## config.mk

```make
export PLATFORM = sky130hd
export DESIGN_NAME = fft_addr_gen_flat
export DESIGN_NICKNAME = d
export VERILOG_FILES = /design/src/rtl/fft_pkg.sv /design/src/rtl/fft_addr_gen_if.sv /design/src/rtl/fft_addr_dly.sv /design/src/rtl/fft_addr_gen.sv /design/src/flat_wrapper.sv
export SDC_FILE = /design/constraint.sdc
export NUM_CORES = 1
export LEC_CHECK = 0
export CORE_MARGIN = 1.5
export CORE_UTILIZATION = 59
export CTS_CLUSTER_SIZE = 8
export DETAILED_ROUTE_END_ITERATION = 10
export PLACE_DENSITY_LB_ADDON = 0.25
export RECOVER_POWER = 25
export SYNTH_ARGS = -nofsm -noshare
export SYNTH_HDL_FRONTEND = slang
export SYNTH_SLANG_ARGS = --single-unit
```

## constraint.sdc

```tcl
create_clock -name clock -period 10.4 [get_ports clock]
set_input_delay 1.56 -clock clock [delete_from_list [all_inputs] [get_ports clock]]
set_output_delay 1.56 -clock clock [all_outputs]
set_load 0.05 [all_outputs]
```

## src/rtl/fft_pkg.sv

```systemverilog
// FFT address generator shared types and helpers.
// State encoding, stage-width helper and legal parameter ranges.
package fft_pkg;

    localparam int LOG2N_MIN    = 3;
    localparam int LOG2N_MAX    = 14;
    localparam int BFLY_LAT_MIN = 1;
    localparam int BFLY_LAT_MAX = 8;

    typedef enum logic [2:0] {
        ST_IDLE,
        ST_RUN,
        ST_GAP,
        ST_UNLOAD,
        ST_DONE
    } fft_state_t;

    // Width of the stage index for a given transform order.
    function automatic int stage_w(input int log2n);
        return $clog2(log2n + 1);
    endfunction

endpackage

```

## src/rtl/fft_addr_gen_if.sv

```systemverilog
// FFT address generator control and address bus.
// master drives start/stall, slave is the generator.
interface fft_addr_gen_if
    import fft_pkg::*;
#(
    parameter int LOG2N = 11
);
    localparam int SW = stage_w(LOG2N);

    logic             start;
    logic             stall;
    logic             busy;
    logic             done;
    logic [SW-1:0]    stage;
    logic             rd_valid;
    logic [LOG2N-1:0] rd_addr0;
    logic [LOG2N-1:0] rd_addr1;
    logic [LOG2N-2:0] tf_addr;
    logic             wr_en;
    logic [LOG2N-1:0] wr_addr0;
    logic [LOG2N-1:0] wr_addr1;
    logic             ul_valid;
    logic [LOG2N-1:0] ul_addr;

    modport master (
        output start, stall,
        input  busy, done, stage,
        input  rd_valid, rd_addr0, rd_addr1, tf_addr,
        input  wr_en, wr_addr0, wr_addr1,
        input  ul_valid, ul_addr
    );

    modport slave (
        input  start, stall,
        output busy, done, stage,
        output rd_valid, rd_addr0, rd_addr1, tf_addr,
        output wr_en, wr_addr0, wr_addr1,
        output ul_valid, ul_addr
    );

endinterface

```

## src/rtl/fft_addr_dly.sv

```systemverilog
// Stall-aware delay line for {valid, addr0, addr1}.
// Advances only on non-stalled cycles; cleared by reset.
module fft_addr_dly #(
    parameter int AW  = 11,
    parameter int LAT = 3
) (
    input  logic          clock,
    input  logic          reset,
    input  logic          stall,
    input  logic          in_valid,
    input  logic [AW-1:0] in_a0,
    input  logic [AW-1:0] in_a1,
    output logic          out_valid,
    output logic [AW-1:0] out_a0,
    output logic [AW-1:0] out_a1
);
    localparam int W = 2 * AW + 1;

    logic [W-1:0] pipe [LAT];

    // Shift one slot per non-stalled cycle.
    always_ff @(posedge clock or negedge reset) begin
        if (!reset) begin
            for (int i = 0; i < LAT; i++)
                pipe[i] <= '0;
        end else if (!stall) begin
            pipe[0] <= {in_valid, in_a0, in_a1};
            for (int i = 1; i < LAT; i++)
                pipe[i] <= pipe[i-1];
        end
    end

    assign {out_valid, out_a0, out_a1} = pipe[LAT-1];

endmodule

```

## src/rtl/fft_addr_gen.sv

```systemverilog
// In-place radix-2 FFT read/write/twiddle address generator.
// Optional bit-reversed unload phase: FFT_ADDR_GEN_UNLOAD_EN.
module fft_addr_gen
    import fft_pkg::*;
#(
    parameter int LOG2N    = 11,
    parameter int BFLY_LAT = 3
) (
    input  logic          clock,
    input  logic          reset,
    fft_addr_gen_if.slave bus
);
    localparam int AW = LOG2N;
    localparam int TW = LOG2N - 1;
    localparam int SW = stage_w(LOG2N);

    localparam logic [AW-1:0] RUN_LAST = AW'((1 << TW) - 1);
    localparam logic [AW-1:0] GAP_LAST = AW'(BFLY_LAT - 1);
    localparam logic [SW-1:0] STG_LAST = SW'(LOG2N - 1);

    fft_state_t    state;
    logic [AW-1:0] cnt;
    logic [SW-1:0] stage;
    logic          busy_q;
    logic          done_q;

    logic          run;
    logic          rd_v;
    logic [AW-1:0] b_ext;
    logic [AW-1:0] span;
    logic [AW-1:0] mask;
    logic [AW-1:0] a0;
    logic [AW-1:0] a1;
    logic [TW-1:0] tf;

    logic          wr_v;
    logic [AW-1:0] wa0;
    logic [AW-1:0] wa1;

    // Butterfly addressing: split b into group g and offset j.
    always_comb begin
        run   = (state == ST_RUN);
        rd_v  = run & ~bus.stall;
        b_ext = {1'b0, cnt[TW-1:0]};
        span  = AW'(1) << stage;
        mask  = span - AW'(1);
        a0    = ((b_ext & ~mask) << 1) | (b_ext & mask);
        a1    = a0 | span;
        tf    = TW'((b_ext & mask) << (TW - int'(stage)));
    end

    // Control FSM; stall freezes everything except IDLE and DONE.
    always_ff @(posedge clock or negedge reset) begin
        if (!reset) begin
            state  <= ST_IDLE;
            cnt    <= '0;
            stage  <= '0;
            busy_q <= 1'b0;
            done_q <= 1'b0;
        end else begin
            unique case (state)
                ST_IDLE: begin
                    if (bus.start) begin
                        state  <= ST_RUN;
                        busy_q <= 1'b1;
                        cnt    <= '0;
                        stage  <= '0;
                    end
                end
                ST_RUN: begin
                    if (!bus.stall) begin
                        if (cnt == RUN_LAST) begin
                            state <= ST_GAP;
                            cnt   <= '0;
                        end else begin
                            cnt <= cnt + AW'(1);
                        end
                    end
                end
                ST_GAP: begin
                    if (!bus.stall) begin
                        if (cnt == GAP_LAST) begin
                            cnt <= '0;
                            if (stage == STG_LAST) begin
`ifdef FFT_ADDR_GEN_UNLOAD_EN
                                state <= ST_UNLOAD;
`else
                                state  <= ST_DONE;
                                done_q <= 1'b1;
`endif
                            end else begin
                                state <= ST_RUN;
                                stage <= stage + SW'(1);
                            end
                        end else begin
                            cnt <= cnt + AW'(1);
                        end
                    end
                end
`ifdef FFT_ADDR_GEN_UNLOAD_EN
                ST_UNLOAD: begin
                    if (!bus.stall) begin
                        if (cnt == '1) begin
                            state  <= ST_DONE;
                            done_q <= 1'b1;
                            cnt    <= '0;
                        end else begin
                            cnt <= cnt + AW'(1);
                        end
                    end
                end
`endif
                ST_DONE: begin
                    state  <= ST_IDLE;
                    busy_q <= 1'b0;
                    done_q <= 1'b0;
                    stage  <= '0;
                    cnt    <= '0;
                end
                default: begin
                    state  <= ST_IDLE;
                    busy_q <= 1'b0;
                    done_q <= 1'b0;
                    stage  <= '0;
                    cnt    <= '0;
                end
            endcase
        end
    end

    fft_addr_dly #(
        .AW  (AW),
        .LAT (BFLY_LAT)
    ) u_dly (
        .clock     (clock),
        .reset     (reset),
        .stall     (bus.stall),
        .in_valid  (rd_v),
        .in_a0     (bus.rd_addr0),
        .in_a1     (bus.rd_addr1),
        .out_valid (wr_v),
        .out_a0    (wa0),
        .out_a1    (wa1)
    );

`ifdef FFT_ADDR_GEN_UNLOAD_EN
    logic          ul_run;
    logic [AW-1:0] ul_rev;

    // Bit-reversed unload index from the unload counter.
    always_comb begin
        ul_run = (state == ST_UNLOAD);
        ul_rev = '0;
        for (int i = 0; i < AW; i++)
            ul_rev[i] = cnt[AW-1-i];
    end

    assign bus.ul_valid = ul_run & ~bus.stall;
    assign bus.ul_addr  = ul_run ? ul_rev : '0;
`else
    assign bus.ul_valid = 1'b0;
    assign bus.ul_addr  = '0;
`endif

    assign bus.busy     = busy_q;
    assign bus.done     = done_q;
    assign bus.stage    = stage;
    assign bus.rd_valid = rd_v;
    assign bus.rd_addr0 = run ? a0 : '0;
    assign bus.rd_addr1 = run ? a1 : '0;
    assign bus.tf_addr  = run ? tf : '0;
    assign bus.wr_en    = wr_v & ~bus.stall;
    assign bus.wr_addr0 = wa0;
    assign bus.wr_addr1 = wa1;

endmodule

```

## src/flat_wrapper.sv

```systemverilog
// flat-port wrapper written by rule: the top's interface ports become plain ports
module fft_addr_gen_flat import fft_pkg::*;
#(
    parameter int LOG2N    = 11,
    parameter int BFLY_LAT = 3
)
  (clock, reset, bus_start, bus_stall, bus_busy, bus_done, bus_stage, bus_rd_valid, bus_rd_addr0, bus_rd_addr1, bus_tf_addr, bus_wr_en, bus_wr_addr0, bus_wr_addr1, bus_ul_valid, bus_ul_addr);
  fft_addr_gen_if #(.LOG2N(LOG2N)) bus_i ();
  input  logic clock;
  input  logic reset;
  input wire logic [$bits(bus_i.start)-1:0] bus_start;
  input wire logic [$bits(bus_i.stall)-1:0] bus_stall;
  output wire logic [$bits(bus_i.busy)-1:0] bus_busy;
  output wire logic [$bits(bus_i.done)-1:0] bus_done;
  output wire logic [$bits(bus_i.stage)-1:0] bus_stage;
  output wire logic [$bits(bus_i.rd_valid)-1:0] bus_rd_valid;
  output wire logic [$bits(bus_i.rd_addr0)-1:0] bus_rd_addr0;
  output wire logic [$bits(bus_i.rd_addr1)-1:0] bus_rd_addr1;
  output wire logic [$bits(bus_i.tf_addr)-1:0] bus_tf_addr;
  output wire logic [$bits(bus_i.wr_en)-1:0] bus_wr_en;
  output wire logic [$bits(bus_i.wr_addr0)-1:0] bus_wr_addr0;
  output wire logic [$bits(bus_i.wr_addr1)-1:0] bus_wr_addr1;
  output wire logic [$bits(bus_i.ul_valid)-1:0] bus_ul_valid;
  output wire logic [$bits(bus_i.ul_addr)-1:0] bus_ul_addr;
  assign bus_i.start = bus_start;
  assign bus_i.stall = bus_stall;
  assign bus_busy = bus_i.busy;
  assign bus_done = bus_i.done;
  assign bus_stage = bus_i.stage;
  assign bus_rd_valid = bus_i.rd_valid;
  assign bus_rd_addr0 = bus_i.rd_addr0;
  assign bus_rd_addr1 = bus_i.rd_addr1;
  assign bus_tf_addr = bus_i.tf_addr;
  assign bus_wr_en = bus_i.wr_en;
  assign bus_wr_addr0 = bus_i.wr_addr0;
  assign bus_wr_addr1 = bus_i.wr_addr1;
  assign bus_ul_valid = bus_i.ul_valid;
  assign bus_ul_addr = bus_i.ul_addr;
  fft_addr_gen #(.LOG2N(LOG2N), .BFLY_LAT(BFLY_LAT)) u_core (.clock(clock), .reset(reset), .bus(bus_i));
endmodule
```

==> flow_summary.toml, run 1 <==
[outcome]
status = "complete, but fails checks"
violations = "max-capacitance violations, max-slew violations"

[sta]
rsz0062_at_grt = "no"
hold_violations = 0
tightest_slew_ns = 3.97
fin_crit_ns = 6.43
whs_ns = 0.488
fin_skew_ns = 0.0116
finalCritPeriodShare_pct = 61.8
slew_viol_final = 77
clock.fmax_ghz = 0.156
maxSlewHeadroom_pct = -165
setup_tns_ns = 0
finalSetupViolations = 0

[finish]
antenna_cells = 0
final_util_pct = 68.2
layout_commonest_cell = "dfrtp_1"
layout_common_cells = "dfrtp_1, clkdlybuf4s50_1, mux2_2"
drive_gt1_share_pct = 15.9
nets = 564
area_delta_synth_final_pct = 12.6
final_cell_count_no_fill = 663

[critical_path]
r2r-end = "u_core.u_dly.pipe[52]"
rrSetupSlack_ns = 6.45
critPathKind = "flop to primary output"
start_kind = "flop"
worstPathMaxFanout = 22
worstPathArrival_ns = 4.87
reg2regPathDepth = 12
crit_path_start = "u_core.bus.stage[0]"
crit_path_end_kind = "primary output"
cp.required_ns = 8.84
r2r-start = "u_core.bus.stage[0]"

[detailed_routing]
routedWlPerCell_um = 18.4
route.vias.total = 3944
first_iter_violations = 283
first_pass_iters = 5
drcViolationCount = 0
route.final.wire_length_um = 12200
viasPerCell = 5.95
antenna_left = 0

[pwr]
vdd_drop_max_mv = 0.132
p_comb_share_pct = 31.7
p_seq_share_pct = 41.6
swShare_pct = 37.7
leakage_nw = 2.61
power_density_mw_per_mm2 = 174
power.total_w = 0.00103
intPower_w = 0.000640
p_switching_w = 0.000388
p_clk_share_pct = 26.7

[synthesis]
synth.area.top_cells = "dfrtp_1, mux2_2, buf_4, nor2_1, nand2_1"
syn_inst = 525
synth_seq_area_share_pct = 42.4
yosysTopAreaCellShare_pct = 42.4
ys_types = 68
synth.avg_cell_area_um2 = 10.0
synth-edff-count = 0
synth_area_mm2 = 0.00525
synth_seq_cells = 89
async_flop_share_pct = 100
synth_top_flop_cell = "dfrtp_1"
yosysTopAreaCell = "dfrtp_1"
ys_warn_count = 0

[grt]
antenna_found_initial = 0
grt.overflow.total = 0
grt_pass1_wl_um = 19600
grt_pass1_vias = 3843
grt_max_degree = 77
grtUsageTotal_pct = 25.9

[clock_network]
cts_max_level = 3
cts.clk_slew.worst_paths_ns = 0.09
cts_tree = "yes"
cts_resized = 0
cts-buffers-inserted = 9
hold_buffers = 0
clk_latency_ns = 0.36
cts_buffer_depth = 2
cts-root-buf = "clkbuf_8"
postCtsSetupBuffers = 0
cts_sinks = 89

[placed_design]
dp_cells = 647
port-buffer-count = 65
dp_hpwl_um = 8660
place.gp.congestion = 0.910

[floorplan]
die_area_mm2 = 0.00948
die_w_um = 97.4
ios = 78
coreArea_mm2 = 0.00868
start_util_pct = 60.5
rows = 34
die_h_um = 97.4

[flow_run]
drv_cap = 1

[min_path]
whs_endpoint = "u_core.u_dly.pipe[52]"
hold_path_depth = 1
hold_class = "flop to flop"
hold_start = "u_core.u_dly.pipe[52]"
[per-stage QoR]
stage | cell area, µm² | setup slack (ns)
final | 5920 | 3.97
after global routing | 5920 | 3.58
after CTS | 5920 | 4.05
after detailed placement | 5700 | 4.49
after global placement | 5700 | 4.51
after floorplan | 5290 | 4.74
[flip-flops by register name (all words and copies together), names as in the netlist]
signal	count
u_core.state	3
u_core.bus.busy	1
u_core.u_dly.out_valid	1
u_core.u_dly.out_a1	11
u_core.bus.done	1
u_core.cnt	11
u_core.u_dly.pipe	46
u_core.u_dly.out_a0	11
u_core.bus.stage	4
[cell type report]
cell class / instances / area, µm²
Fill cell: 712 / 2760
Multi-Input combinational cell: 367 / 2610
Sequential cell: 89 / 2230
Timing Repair Buffer: 69 / 666
Tap cell: 108 / 135
Clock buffer: 10 / 128
Clock inverter: 6 / 97.6
Inverter: 14 / 52.6
[power groups by stage]
stage / Clock, W / Combinational (W) / Sequential [W]
after floorplan: 0 / 0.000255 / 0.000419
after global placement: 0 / 0.000320 / 0.000431
after detailed placement: 0 / 0.000326 / 0.000434
after CTS: 0.000279 / 0.000327 / 0.000427
after global routing: 0.000292 / 0.000344 / 0.000433
final: 0.000274 / 0.000326 / 0.000427
[synthesized netlist by cell type (all sizes together), types with 2 or more instances]
master	number
xor2	5
a21o	6
ha	10
nor3b	4
o32ai	2
nor2b	9
dfrtp	89
a21oi	25
and3	2
nand2	41
nor3	12
inv	13
a211o	2
mux2i	2
buf	54
a31oi	6
a32o	2
nor4	7
clkbuf	12
o21a	6
and2	7
xnor2	9
o21bai	2
o31ai	7
o211a	3
o211ai	7
nand2b	10
mux2	58
o21ai	20
nand3	9
or3	5
a211oi	3
o22ai	3
nor4b	4
nand3b	5
a22o	3
a311oi	2
nand4	3
nor2	42
[worst max-delay path: stages, from the launching register on]
cell and delay [ns]:
dfrtp_1 0.78, clkinv_1 0.50, ha_1 0.49, nand2b_1 0.17
nor2_1 0.08, inv_1 0.15, ha_1 0.30, nor2b_1 0.30
a32o_1 0.25, o21ai_2 0.13, o22ai_1 0.23, a211oi_1 0.12
nor3_1 0.18, clkdlybuf4s50_1 0.83
[worst max path at each step]
stage,to,slack (ns),cells past startpoint
floorplan,bus_tf_addr[5],4.74,14
global placement,bus_tf_addr[4],4.51,9
detailed placement,bus_tf_addr[5],4.49,13
CTS,bus_tf_addr[5],4.05,13
global route,bus_tf_addr[5],3.58,13
finish,bus_tf_addr[5],3.97,13
[kinds of logic (layout without fill, tap and decap cells)]
group / after synthesis / in the layout / synth area share (%)
other: 1 / 12 / 0.0714
adder cells (fa/ha/maj): 10 / 10 / 2.38
AO/OA/AOI/OAI: 107 / 107 / 14.6
multiplexers: 60 / 60 / 12.8
flip-flops: 89 / 89 / 42.4
buffers and inverters: 80 / 99 / 8.69
AND/OR/NAND/NOR: 164 / 164 / 16.7
XOR/XNOR: 14 / 14 / 2.33
[routing by layer]
metal  vias up  wire length, µm  global-route usage (%)
li1       1863                -                       -
met1      1917             5550                    36.6
met2       141             5630                    40.5
met3        23              667                    4.82
met4         0              324                    8.68
met5         -                0                       0
(Power assumes the default switching activity.)
==> run 2: changes to the inputs <==
--- a/config.mk
+++ b/config.mk
@@ -6,7 +6,7 @@
 export NUM_CORES = 1
 export LEC_CHECK = 0
 export CORE_MARGIN = 1.5
-export CORE_UTILIZATION = 59
+export CORE_UTILIZATION = 50
 export CTS_CLUSTER_SIZE = 8
 export DETAILED_ROUTE_END_ITERATION = 10
 export PLACE_DENSITY_LB_ADDON = 0.25
==> constraint.sdc (replaced) <==
create_clock -name clock -period 5.7 [get_ports clock]
set_input_delay 0.855 -clock clock [delete_from_list [all_inputs] [get_ports clock]]
set_output_delay 0.855 -clock clock [all_outputs]
set_load 0.05 [all_outputs]
==> run 2 against run 1 <==
First-iteration DRC count rose by 12%. Hold slack got worse by 0.092 ns. Final area rose by 0.36%. The run still ends with max-capacitance violations, max-slew violations left.
==> flow_summary.toml, run 2 (synthesis gave the netlist of run 1 again) <==
[detailed_routing]
route.final.wire_length_um = 12400
first_pass_iters = 5
antenna_left = 0
drcViolationCount = 0
viasPerCell = 5.69
routedWlPerCell_um = 17.8
route.vias.total = 3952
first_iter_violations = 318

[finish]
antenna_cells = 0
nets = 567
largest_reg_flops = 46
regMostFlops = "u_core.u_dly.pipe"
layout_commonest_cell = "dfrtp_1"
area_delta_synth_final_pct = 13.0
layout_common_cells = "dfrtp_1, clkdlybuf4s50_1, mux2_2"
stdcell_area_mm2 = 0.00594
drive_gt1_share_pct = 16.8

[pwr]
power_density_mw_per_mm2 = 302
leakage_nw = 2.60
vdd_drop_max_mv = 0.182

[floorplan]
ios = 78
die_area_mm2 = 0.0111
die_h_um = 105
die_w_um = 105
start_util_pct = 51.1
rows = 37
coreArea_mm2 = 0.0103

[placed_design]
place.gp.congestion = 0.910
port-buffer-count = 65
dp_hpwl_um = 9050
place_area_mm2 = 0.00576

[clock_network]
cts_max_level = 3
cts-root-buf = "clkbuf_8"
cts_tree = "yes"
postCtsSetupBuffers = 0
cts-buffers-inserted = 9
clk_latency_ns = 0.37
hold_buffers = 0
cts.clk_slew.worst_paths_ns = 0.10
cts_buffer_depth = 2
cts_sinks = 89

[flow_run]
drv_cap = 1

[critical_path]
crit_path_end_kind = "primary output"
reg2regPathDepth = 12
worstPathArrival_ns = 4.32
start_kind = "flop"
r2r-start = "u_core.bus.stage[0]"
cp.required_ns = 4.85
worstPathMaxFanout = 22
r2r-end = "u_core.u_dly.pipe[52]"
rrSetupSlack_ns = 2.32
critPathKind = "flop to primary output"

[sta]
hold_violations = 0
slew_viol_final = 82
setup_tns_ns = 0
rsz0062_at_grt = "no"
clock.fmax_ghz = 0.193
finalSetupViolations = 0
fin_crit_ns = 5.17
tightest_slew_ns = 1.97
fin_skew_ns = 0.0126
maxSlewHeadroom_pct = -31.2
finalCritPeriodShare_pct = 90.8

[grt]
grtUsageTotal_pct = 23.0
grt_max_degree = 82
grt_pass1_vias = 3726
grt_pass1_wl_um = 19800
grt.overflow.total = 0
antenna_found_initial = 0

[outcome]
violations = "max-capacitance violations, max-slew violations"
status = "complete, but fails checks"

[min_path]
hold_class = "primary input to async pin"
## run 2: changes by cell type in the layout (fill, tap and decap cells not counted)
cell        change
buf_4           +3
bufinv_16       -2
clkbuf_1        -2
clkbuf_2        +1
clkinv_2        +1
clkinv_4        -1
clkinv_8        +1
clkinvlp_4      +2
dfrtp_1         -1
dfrtp_2         +1
inv_6           +1
inv_8           -1
## run 2: worst max-delay path: stages (launching register included)
cell	delay [ns]
dfrtp_2	0.63
ha_1	0.43
inv_1	0.15
or3_1	0.40
ha_1	0.30
nor2b_1	0.20
nor3_1	0.30
o21ai_2	0.16
o22ai_1	0.24
a211oi_1	0.11
nor3_1	0.19
clkdlybuf4s50_1	0.84
## run 2: per-stage QoR
stage | hold WS [ns] | power (W) | instances | setup WS [ns] | utilization [%]
after global placement | 0.460 | 0.00138 | 678 | 0.809 | 56.0
after floorplan | 0.446 | 0.00123 | 536 | 0.745 | -
after global routing | 0.438 | 0.00188 | 694 | 0.256 | 57.8
final | 0.396 | 0.00179 | 694 | 0.527 | 57.8
after detailed placement | 0.465 | 0.00139 | 678 | 0.763 | 56.0
after CTS | 0.284 | 0.00180 | 694 | 0.332 | 57.8
## run 2: how the worst max path moves through the flow
stage	from	to	slack, ns	depth (start not counted)
after global placement	u_core.bus.stage[0]	bus_tf_addr[6]	0.81	13
after CTS	u_core.bus.stage[0]	bus_tf_addr[5]	0.33	11
after global routing	u_core.bus.stage[0]	bus_tf_addr[7]	0.26	11
after floorplan	u_core.bus.stage[0]	bus_tf_addr[5]	0.75	14
after detailed placement	u_core.bus.stage[0]	bus_tf_addr[5]	0.76	11
final	u_core.bus.stage[0]	bus_tf_addr[5]	0.53	11
## run 2: routing by layer
metal / routed length (µm) / vias to the layer above / track usage [%] / share of wire, %
met5: 0 / - / 0 / 0
li1: - / 1869 / - / -
met2: 5930 / 122 / 37.1 / 48
met3: 623 / 13 / 4.14 / 5.0
met1: 5650 / 1948 / 31.9 / 46
met4: 178 / 0 / 6.47 / 1.4
## run 2: power breakdown
| part | total (W) | switching, W | internal (W) |
|---|---|---|---|
| Combinational | 0.000593 | 0.000389 | 0.000204 |
| Clock | 0.000416 | 0.000250 | 0.000166 |
| Sequential | 0.000782 | 0.0000712 | 0.000710 |
## run 2: cell type report
class / count / area, µm²
Clock buffer: 9 / 124
Clock inverter: 7 / 62.6
Fill cell: 922 / 4340
Inverter: 14 / 52.6
Multi-Input combinational cell: 367 / 2610
Sequential cell: 89 / 2230
Tap cell: 136 / 170
Timing Repair Buffer: 72 / 689
## run 2: timing repair
| item | 4_1_cts | 5_1_grt |
|---|---|---|
| gates resized for setup | 0 | 1 |
| endpoints found under the hold margin | 0 | 0 |
| endpoints found under the setup margin | 0 | 1 |
==> run 3: changes to the inputs <==
--- a/config.mk
+++ b/config.mk
@@ -9,8 +9,10 @@
 export CORE_UTILIZATION = 50
 export CTS_CLUSTER_SIZE = 8
 export DETAILED_ROUTE_END_ITERATION = 10
+export HOLD_SLACK_MARGIN = 0.1
 export PLACE_DENSITY_LB_ADDON = 0.25
 export RECOVER_POWER = 25
+export SLEW_MARGIN = 25
 export SYNTH_ARGS = -nofsm -noshare
 export SYNTH_HDL_FRONTEND = slang
 export SYNTH_SLANG_ARGS = --single-unit
==> run 3 against run 2 <==
The flow still finishes with violations (max-capacitance violations, max-slew violations). Global-route usage is the same. Clock skew shrank 0.00062 ns. Count of clock-buffer cells in the layout is the same. Largest cell class unchanged.
==> flow_summary.toml, run 3 (synthesis gave the netlist of run 1 again) <==
[critical_path]
crit_path_end_kind = "primary output"
rrSetupSlack_ns = 2.35
worstPathMaxFanout = 22
reg2regPathDepth = 12
start_kind = "flop"
cp.required_ns = 4.85
critPathKind = "flop to primary output"
worstPathArrival_ns = 4.31

[sta]
slew_viol_final = 82
maxSlewHeadroom_pct = -140
finalCritPeriodShare_pct = 90.7
fin_skew_ns = 0.0120
hold_violations = 0
fin_crit_ns = 5.17
rsz0062_at_grt = "no"
finalSetupViolations = 0
clock.fmax_ghz = 0.194
tightest_slew_ns = 3.60
whs_ns = 0.401
setup_tns_ns = 0

[finish]
layout_commonest_cell = "dfrtp_1"
regMostFlops = "u_core.u_dly.pipe"
antenna_cells = 0
drive_gt1_share_pct = 16.7
largest_reg_flops = 46
nets = 567
layout_common_cells = "dfrtp_1, clkdlybuf4s50_1, mux2_2"
area_delta_synth_final_pct = 13.1
final_util_pct = 57.8

[detailed_routing]
viasPerCell = 5.64
route.vias.total = 3917
route.final.wire_length_um = 12400
first_pass_iters = 5
first_iter_violations = 259
antenna_left = 0
routedWlPerCell_um = 17.9
drcViolationCount = 0

[pwr]
power_density_mw_per_mm2 = 302
leakage_nw = 2.60
power.total_w = 0.00179
vdd_drop_max_mv = 0.182

[clock_network]
cts-root-buf = "clkbuf_8"
cts_tree = "yes"
cts_buffer_depth = 2
clk_latency_ns = 0.37
cts-buffers-inserted = 9
cts_sinks = 89
cts.clk_slew.worst_paths_ns = 0.10
cts_max_level = 3

[grt]
grt_pass1_wl_um = 19800
grt_max_degree = 82
grtUsageTotal_pct = 23.0
antenna_found_initial = 0
grt_pass1_vias = 3726
grt.overflow.total = 0

[floorplan]
rows = 37
ios = 78
coreArea_mm2 = 0.0103
start_util_pct = 51.1
die_w_um = 105
die_area_mm2 = 0.0111
die_h_um = 105

[placed_design]
port-buffer-count = 65
place.gp.congestion = 0.910
dp_hpwl_um = 9050

[flow_run]
drv_cap = 1

[min_path]
hold_class = "primary input to async pin"

[outcome]
violations = "max-capacitance violations, max-slew violations"
status = "complete, but fails checks"
==> run 3: cell types whose count changed in the layout (fill, tap and decap cells not counted), sizes merged <==
cell / delta
clkdlybuf4s50: +1
clkdlybuf4s25: +1
dlygate4sd3: -1
clkbuf: -1
==> run 3: timing repair <==
item / in CTS / in global routing
setup endpoints to repair: 0 / 1
buffers inserted: 0 / 0
hold buffers: 0 / 0
gates resized for setup: 0 / 1
==> run 3: path summary, 6_finish.rpt <==
path                                             from                    end
worst max-delay path              u_core.bus.stage[0]         bus_tf_addr[5]
worst min-delay path                            reset  u_core.u_dly.pipe[50]
worst max register to register    u_core.bus.stage[0]  u_core.u_dly.pipe[52]
worst min register to register  u_core.u_dly.pipe[52]  u_core.u_dly.pipe[52]
max in group asynchronous                       reset          u_core.cnt[4]
min in group clock              u_core.u_dly.pipe[52]  u_core.u_dly.pipe[52]
==> run 3: power breakdown <==
group          total, W  switching (W)  internal, W
sequential     0.000782      0.0000709     0.000711
clock          0.000416       0.000251     0.000166
combinational  0.000594       0.000389     0.000204
total           0.00179       0.000711      0.00108
==> run 3: layer usage <==
metal	vias up	global-route usage (%)	wire length, µm
met2	116	37.1	5970
met3	12	4.14	618
met1	1923	31.9	5640
met4	0	6.47	172
met5	-	0	0
li1	1866	-	-
==> run 3: layout make-up <==
cell class,count,area (µm²)
clock buffers,9,124
clock inverters,7,62.6
fillers,921,4340
inverters,14,52.6
multi-input cells,367,2610
flip-flops and latches,89,2230
well taps,136,170
repair buffers,72,694
==> run 3: per-stage QoR <==
step | setup slack (ns) | instance area, µm² | instances
detailed placement | 0.763 | 5760 | 678
finish | 0.532 | 5940 | 694
floorplan | 0.745 | 5290 | 536
global route | 0.256 | 5940 | 694
global placement | 0.809 | 5760 | 678
CTS | 0.332 | 5940 | 694
==> run 3: worst max-delay path, stage by stage (launching register included) <==
cell and delay (ns):
dfrtp_2 0.62, ha_1 0.43, inv_1 0.14, or3_1 0.39, ha_1 0.30, nor2b_1 0.20, nor3_1 0.30, o21ai_2 0.16
o22ai_1 0.24, a211oi_1 0.11, nor3_1 0.19, clkdlybuf4s50_1 0.84
